## config.mk

```make
export PLATFORM = sky130hd
export DESIGN_NAME = bus_rr_multi_arbiter_flat
export DESIGN_NICKNAME = d
export VERILOG_FILES = /design/src/rtl/bus_rr_multi_arbiter_if.sv /design/src/rtl/bus_rr_multi_arbiter.sv /design/src/flat_wrapper.sv
export SDC_FILE = /design/constraint.sdc
export NUM_CORES = 1
export LEC_CHECK = 0
export CORE_MARGIN = 2
export CORE_UTILIZATION = 31
export CTS_CLUSTER_SIZE = 8
export DETAILED_ROUTE_END_ITERATION = 7
export PLACE_DENSITY_LB_ADDON = 0.25
export SYNTH_ARGS = -nofsm -noshare
export SYNTH_HDL_FRONTEND = slang
export SYNTH_SLANG_ARGS = --single-unit
```

## constraint.sdc

```tcl
create_clock -name clk -period 1.8 [get_ports clk]
set_input_delay 0.54 -clock clk [delete_from_list [all_inputs] [get_ports clk]]
set_output_delay 0.54 -clock clk [all_outputs]
set_load 0.03 [all_outputs]
```

## src/rtl/bus_rr_multi_arbiter_if.sv

```systemverilog
// bus_if: driver-FIFO side of the multi-bus arbiter, all buses side by side.
// The master modport is the arbiter; the slave modport is the FIFO/driver side.
// Optional macro BUS_ARB_ERR_EN adds the per-bus err status vector.
interface bus_if #(
    parameter int bits    = 1,
    parameter int drvrs   = 4,
    parameter int pckg_sz = 16
);
    logic [bits-1:0][drvrs-1:0]              pndng;
    logic [bits-1:0][drvrs-1:0][pckg_sz-1:0] D_pop;
    logic [bits-1:0][drvrs-1:0]              pop;
    logic [bits-1:0][drvrs-1:0]              push;
    logic [bits-1:0][drvrs-1:0][pckg_sz-1:0] D_push;
    logic [bits-1:0]                         busy;
`ifdef BUS_ARB_ERR_EN
    logic [bits-1:0]                         err;

    modport master (input pndng, input D_pop, output pop, output push,
                    output D_push, output busy, output err);
    modport slave  (output pndng, output D_pop, input pop, input push,
                    input D_push, input busy, input err);
`else
    modport master (input pndng, input D_pop, output pop, output push,
                    output D_push, output busy);
    modport slave  (output pndng, output D_pop, input pop, input push,
                    input D_push, input busy);
`endif
endinterface

```

## src/rtl/bus_rr_multi_arbiter.sv

```systemverilog
// bus_rr_multi_arbiter: `bits` independent buses, each with `drvrs` driver
// FIFOs. Per bus an IDLE -> POP -> DELIVER FSM grants one pending driver
// (round-robin or fixed priority), pops its head packet and pushes it to the
// destination named in the top byte (unicast, or broadcast excluding source).
// Optional macro BUS_ARB_ERR_EN adds err[b], a one-cycle pulse for packets
// with an invalid destination.
module bus_rr_multi_arbiter #(
    parameter int         bits      = 1,
    parameter int         drvrs     = 4,
    parameter int         pckg_sz   = 16,
    parameter logic [7:0] broadcast = 8'hFF,
    parameter int         ARB_MODE  = 0
) (
    input  logic  clk,
    input  logic  reset,
    bus_if.master bus
);
    localparam int            PW   = $clog2(drvrs);
    localparam logic [PW-1:0] LAST = PW'(drvrs - 1);

    typedef enum logic [1:0] {IDLE = 2'd0, POP = 2'd1, DELIVER = 2'd2} state_e;

    state_e                        state_q  [bits];
    state_e                        state_d  [bits];
    logic [PW-1:0]                 grant_q  [bits];
    logic [PW-1:0]                 grant_d  [bits];
    logic [PW-1:0]                 rr_ptr_q [bits];
    logic [PW-1:0]                 rr_ptr_d [bits];
    logic [bits-1:0][drvrs-1:0]    pop_q, pop_d;
    logic [bits-1:0][drvrs-1:0]    push_q, push_d;
    logic [bits-1:0][pckg_sz-1:0]  data_q, data_d;
    logic [bits-1:0]               busy_q, busy_d;
`ifdef BUS_ARB_ERR_EN
    logic [bits-1:0]               err_q, err_d;
`endif
    logic [bits-1:0][drvrs-1:0][pckg_sz-1:0] d_push_w;

    // Next-state, arbitration and delivery decode for every bus.
    always_comb begin
        logic [PW-1:0] sel;
        logic [PW-1:0] cand;
        logic          found;
        logic [7:0]    dest;
        int            idx;
        // NOTE: every _d and scratch variable gets a default before any branch,
        // so no path leaves one unassigned and no latch is inferred.
        state_d  = state_q;
        grant_d  = grant_q;
        rr_ptr_d = rr_ptr_q;
        pop_d    = '0;
        push_d   = '0;
        data_d   = data_q;
        busy_d   = busy_q;
`ifdef BUS_ARB_ERR_EN
        err_d    = '0;
`endif
        sel   = '0;
        cand  = '0;
        found = 1'b0;
        dest  = '0;
        idx   = 0;
        for (int b = 0; b < bits; b++) begin
            sel   = '0;
            found = 1'b0;
            if (ARB_MODE == 0) begin
                // Scan rr_ptr+1 upward, wrapping, first pending driver wins.
                for (int k = 1; k <= drvrs; k++) begin
                    idx = int'(rr_ptr_q[b]) + k;
                    if (idx >= drvrs) idx = idx - drvrs;
                    cand = PW'(idx);
                    if (!found && bus.pndng[b][cand]) begin
                        found = 1'b1;
                        sel   = cand;
                    end
                end
            end else begin
                // Fixed priority: lowest pending index wins.
                for (int i = drvrs - 1; i >= 0; i--) begin
                    if (bus.pndng[b][i]) begin
                        found = 1'b1;
                        sel   = PW'(i);
                    end
                end
            end

            case (state_q[b])
                IDLE: begin
                    if (found) begin
                        grant_d[b]     = sel;
                        pop_d[b][sel]  = 1'b1;
                        state_d[b]     = POP;
                        busy_d[b]      = 1'b1;
                    end
                end
                POP: begin
                    // Capture the granted head and decode its destination now
                    // so push is registered for the DELIVER cycle.
                    data_d[b] = bus.D_pop[b][grant_q[b]];
                    dest      = bus.D_pop[b][grant_q[b]][pckg_sz-1 -: 8];
                    if (dest == broadcast) begin
                        push_d[b]             = '1;
                        push_d[b][grant_q[b]] = 1'b0;
                    end else if (int'(dest) < drvrs) begin
                        push_d[b][dest[PW-1:0]] = 1'b1;
                    end else begin
`ifdef BUS_ARB_ERR_EN
                        err_d[b] = 1'b1;
`endif
                    end
                    if (ARB_MODE == 0) rr_ptr_d[b] = grant_q[b];
                    state_d[b] = DELIVER;
                    busy_d[b]  = 1'b1;
                end
                DELIVER: begin
                    state_d[b] = IDLE;
                    busy_d[b]  = 1'b0;
                end
                default: begin
                    state_d[b] = IDLE;
                    busy_d[b]  = 1'b0;
                end
            endcase
        end
    end

    // State and registered outputs; synchronous reset drops any in-flight packet.
    always_ff @(posedge clk) begin
        if (reset) begin
            for (int b = 0; b < bits; b++) begin
                state_q[b]  <= IDLE;
                grant_q[b]  <= '0;
                rr_ptr_q[b] <= LAST;
            end
            pop_q  <= '0;
            push_q <= '0;
            // NOTE: the capture register is a plain per-bus flop, not a memory
            // array, so it takes reset like every other register here.
            data_q <= '0;
            busy_q <= '0;
`ifdef BUS_ARB_ERR_EN
            err_q  <= '0;
`endif
        end else begin
            // NOTE: non-blocking assignments so every flop samples the
            // pre-edge value of the others, independent of statement order.
            state_q  <= state_d;
            grant_q  <= grant_d;
            rr_ptr_q <= rr_ptr_d;
            pop_q    <= pop_d;
            push_q   <= push_d;
            data_q   <= data_d;
            busy_q   <= busy_d;
`ifdef BUS_ARB_ERR_EN
            err_q    <= err_d;
`endif
        end
    end

    // Every driver on a bus sees the same delivered packet.
    always_comb begin
        for (int b = 0; b < bits; b++)
            for (int i = 0; i < drvrs; i++)
                d_push_w[b][i] = data_q[b];
    end

    assign bus.pop    = pop_q;
    assign bus.push   = push_q;
    assign bus.busy   = busy_q;
    assign bus.D_push = d_push_w;
`ifdef BUS_ARB_ERR_EN
    assign bus.err    = err_q;
`endif

endmodule

```

## src/flat_wrapper.sv

```systemverilog
// flat-port wrapper written by rule: the top's interface ports become plain ports
module bus_rr_multi_arbiter_flat 
#(
    parameter int         bits      = 1,
    parameter int         drvrs     = 4,
    parameter int         pckg_sz   = 16,
    parameter logic [7:0] broadcast = 8'hFF,
    parameter int         ARB_MODE  = 0
)
  (clk, reset, bus_pndng, bus_D_pop, bus_pop, bus_push, bus_D_push, bus_busy);
  bus_if #(.bits(bits), .drvrs(drvrs), .pckg_sz(pckg_sz)) bus_i ();
  input  logic clk;
  input  logic reset;
  input wire logic [$bits(bus_i.pndng)-1:0] bus_pndng;
  input wire logic [$bits(bus_i.D_pop)-1:0] bus_D_pop;
  output wire logic [$bits(bus_i.pop)-1:0] bus_pop;
  output wire logic [$bits(bus_i.push)-1:0] bus_push;
  output wire logic [$bits(bus_i.D_push)-1:0] bus_D_push;
  output wire logic [$bits(bus_i.busy)-1:0] bus_busy;
  assign bus_i.pndng = bus_pndng;
  assign bus_i.D_pop = bus_D_pop;
  assign bus_pop = bus_i.pop;
  assign bus_push = bus_i.push;
  assign bus_D_push = bus_i.D_push;
  assign bus_busy = bus_i.busy;
  bus_rr_multi_arbiter #(.bits(bits), .drvrs(drvrs), .pckg_sz(pckg_sz), .broadcast(broadcast), .ARB_MODE(ARB_MODE)) u_core (.clk(clk), .reset(reset), .bus(bus_i));
endmodule
```

==> impl_metrics.py, run 1 <==
metrics = {
    "yosys": {
        "synth_most_common_cell": "buf_4",
        "yosysSeqAreaShare": 0.317,
        "yosysTopAreaCellShare": 0.317,
        "synth_top_family_by_area": "buffers and inverters",
        "synth_mux_area_frac": 0.212,
        "synth_area_leader_cell": "dfxtp_1",
        "synthSimpleGateAreaFrac": 0.147,
        "synth_edf_count": 0,
        "post_synth_most_frequent_cells": "buf_4, nand2_1, dfxtp_1",
        "synth_xor_area_frac": 0,
        "synth-compound-area-share": 0.111,
        "synth_area_mm2": 0.00196,
        "synthArstFlopShare": 0,
        "ys.warnings.count": 0,
        "ys.flop_type": "dfxtp_1",
        "synth_adder_area_share": 0,
        "synth_area_per_cell_um2": 9.37,
        "synth_cells": 209,
        "ys_types": 34,
        "synthesis.nets": 279,
        "synthTopCellsByArea": "dfxtp_1, buf_4, mux4_1, mux4_2, nand2_1",
        "ys_seq_elements": 31,
    },
    "placement": {
        "port-buffer-count": 142,
        "pre_cts_slack_ps": -538,
        "placed_area_mm2": 0.00327,
        "gp_congestion": 0.869,
        "hpwl_um": 4630,
    },
    "setup_path": {
        "cp.arrival_ps": 1990,
        "path_max_fanout": 5,
        "crit_chain": "buf_6 -> mux4_2 -> nand2_1 -> or4b_4 -> o32ai_2",
        "cp.depth": 5,
        "critPathRequiredTime_ps": 2000,
        "critPathMaxStageDelay_ps": 580,
        "cp_num_buf_inv": 1,
        "cp_top_family": "simple AND/OR/NAND/NOR gates",
        "worst-r2r-cell-count": 5,
        "start_kind": "flip-flop",
        "worstSetupPathType": "flip-flop to flip-flop",
        "slowest_stage": "or4b_4",
        "cp-end-kind": "flip-flop",
    },
    "timing": {
        "min_period_ps": 1800,
        "setup_viol_count_final": 0,
        "fin_skew_ps": 5.82,
        "maxSlewHeadroom": 0.706,
        "rsz0062_at_grt": "true",
        "worst_slew_pin_slew_ps": 437,
        "setup_ws_ps": 4.85,
        "hold_slack_ps": 490,
        "finalHoldViolations": 0,
        "post-route-period-util": 0.997,
        "slew_viol_final": 0,
        "fmax_mhz": 557,
    },
    "grt": {
        "grt_max_degree": 14,
        "grt_pass1_wl_um": 9220,
        "overflow": 0,
        "grt_use_total": 0.166,
        "grt_pass1_vias": 1869,
        "antenna_found_initial": 0,
    },
    "final_layout": {
        "diodes": 0,
        "area_growth_pct": 70.0,
        "post-route-cell-area_mm2": 0.00333,
        "final_nets": 400,
        "drive_above_1_share": 0.184,
    },
    "cts": {
        "cts-hold-fix-buffers": 0,
        "root_buffer": "clkbuf_8",
        "cts_sinks": 31,
        "clk_pin_slew_ps": 70,
        "cts_max_level": 2,
        "cts_made_buffers": 5,
        "cts_tree": "built",
        "cts_max_path_buffers": 2,
        "insertion_delay_ps": 280,
    },
    "routing": {
        "drc_errors": 0,
        "ant_nets": 0,
        "num_vias": 1913,
        "wl_per_cell_um": 14.4,
        "routed_wl_um": 5840,
        "drtIter0Drc": 21,
        "avgViaCountPerCell": 4.71,
        "dr.pass1.iters": 4,
    },
    "power": {
        "p_per_area_mw_per_mm2": 719,
        "power.leakage_nw": 1.70,
        "irDropWorstVdd_mv": 0.278,
    },
    "floorplan": {
        "dieArea_mm2": 0.00697,
        "die_w_um": 83.5,
        "core_area_mm2": 0.00603,
        "die_h_um": 83.5,
        "start_util": 0.325,
        "rows": 28,
        "io_pins": 143,
    },
    "run": {
        "drv_cap": 0,
    },
    "status": {
        "status": "complete, no violations",
    },
    "min_path": {
        "hp-class": "flip-flop to flip-flop",
        "min_path_cells": 2,
    },
}
worst register-to-register path, delay by kind of cell (launching register included):
kind	cells	cell delay [ps]
AOI/OAI and AO/OA	1	220
DFF	1	340
buffers and inverters	1	130
muxes	1	380
and+or+nand+nor	2	650
cell families after synthesis:
group,after synthesis
AND/OR/NAND/NOR,64
buffers and inverters,60
AO/OA/AOI/OAI,34
flip-flops,31
multiplexers,20
state kept, by name (all words and copies together), names as in the netlist:
signal	count
u_core.data_q	16
u_core.rr_ptr_q	2
u_core.bus.busy	1
u_core.state_q	2
u_core.bus.pop	4
u_core.grant_q	2
u_core.bus.push	4
metal layers:
metal  track usage  wire length [µm]  vias up
met5             0                 0        -
met4        0.0440                68        0
met3        0.0495               462        6
met1         0.190              2360      883
li1              -                 -      929
met2         0.301              2950       95
path summary, 6_finish.rpt:
path	endpoint	startpoint	slack, ps
max reg2reg	u_core.bus.push[1]$_SDFF_PP0_	u_core.grant_q[0]$_SDFFE_PP0P_	5
min reg2reg	u_core.data_q[14]$_SDFFE_PP0P_	u_core.data_q[14]$_SDFFE_PP0P_	490
min	u_core.data_q[14]$_SDFFE_PP0P_	u_core.data_q[14]$_SDFFE_PP0P_	490
max	u_core.bus.push[1]$_SDFF_PP0_	u_core.grant_q[0]$_SDFFE_PP0P_	5
placed cells by master, fill, tap and decap left out, types with 3 or more instances in the layout:
master           count
dfxtp_1             29
buf_6                4
nor2_1              10
o21ai_0              3
mux4_2              13
inv_1                3
buf_4               25
nand2b_1             6
nand2_1             36
o32ai_2              4
clkdlybuf4s50_1     37
dlymetal6s2s_1      13
dlygate4sd2_1       92
a21oi_1             15
mux2i_1              4
clkbuf_8             5
where the power goes:
part	leakage (nW)	total [mW]	switching (mW)	internal (mW)
logic	1.41	1.06	0.570	0.491
registers	0.255	0.800	0.0570	0.743
clock network	0.0412	0.533	0.264	0.270
total	1.70	2.39	0.891	1.50
metrics by stage:
step                utilization  power [mW]  TNS (ps)  std cells
global placement          0.543        1.93     -2910        396
detailed placement        0.543        1.95     -2940        396
global route              0.553        2.53      -136        406
finish                    0.553        2.39         0        406
CTS                       0.543        2.40         0        405
floorplan                     -        1.52         0        209
timing repair:
| item | 4_1_cts | 5_1_grt |
|---|---|---|
| gates resized for setup | 107 | 17 |
| setup endpoints to repair | 76 | 5 |
| hold endpoints to repair | 0 | 0 |
| setup buffers | 1 | 1 |
| pin swaps | 8 | 3 |
area by class of cell:
type	count	area, µm²
multi-input cells	118	945
fillers	605	2700
inverters	3	11.3
flip-flops and latches	31	623
clock buffers	6	72.6
clock inverters	2	12.5
repair buffers	171	1570
well taps	75	93.8
Power figures use the tool's default switching activity.
==> inputs of run 2 (changes only) <==
--- a/config.mk
+++ b/config.mk
@@ -7,6 +7,7 @@
 export LEC_CHECK = 0
 export CORE_MARGIN = 2
 export CORE_UTILIZATION = 31
+export CTS_CLUSTER_DIAMETER = 30
 export CTS_CLUSTER_SIZE = 8
 export DETAILED_ROUTE_END_ITERATION = 7
 export PLACE_DENSITY_LB_ADDON = 0.25
==> results of run 2 <==
No change in the layout: final DEF, timing and power equal those of run 1.
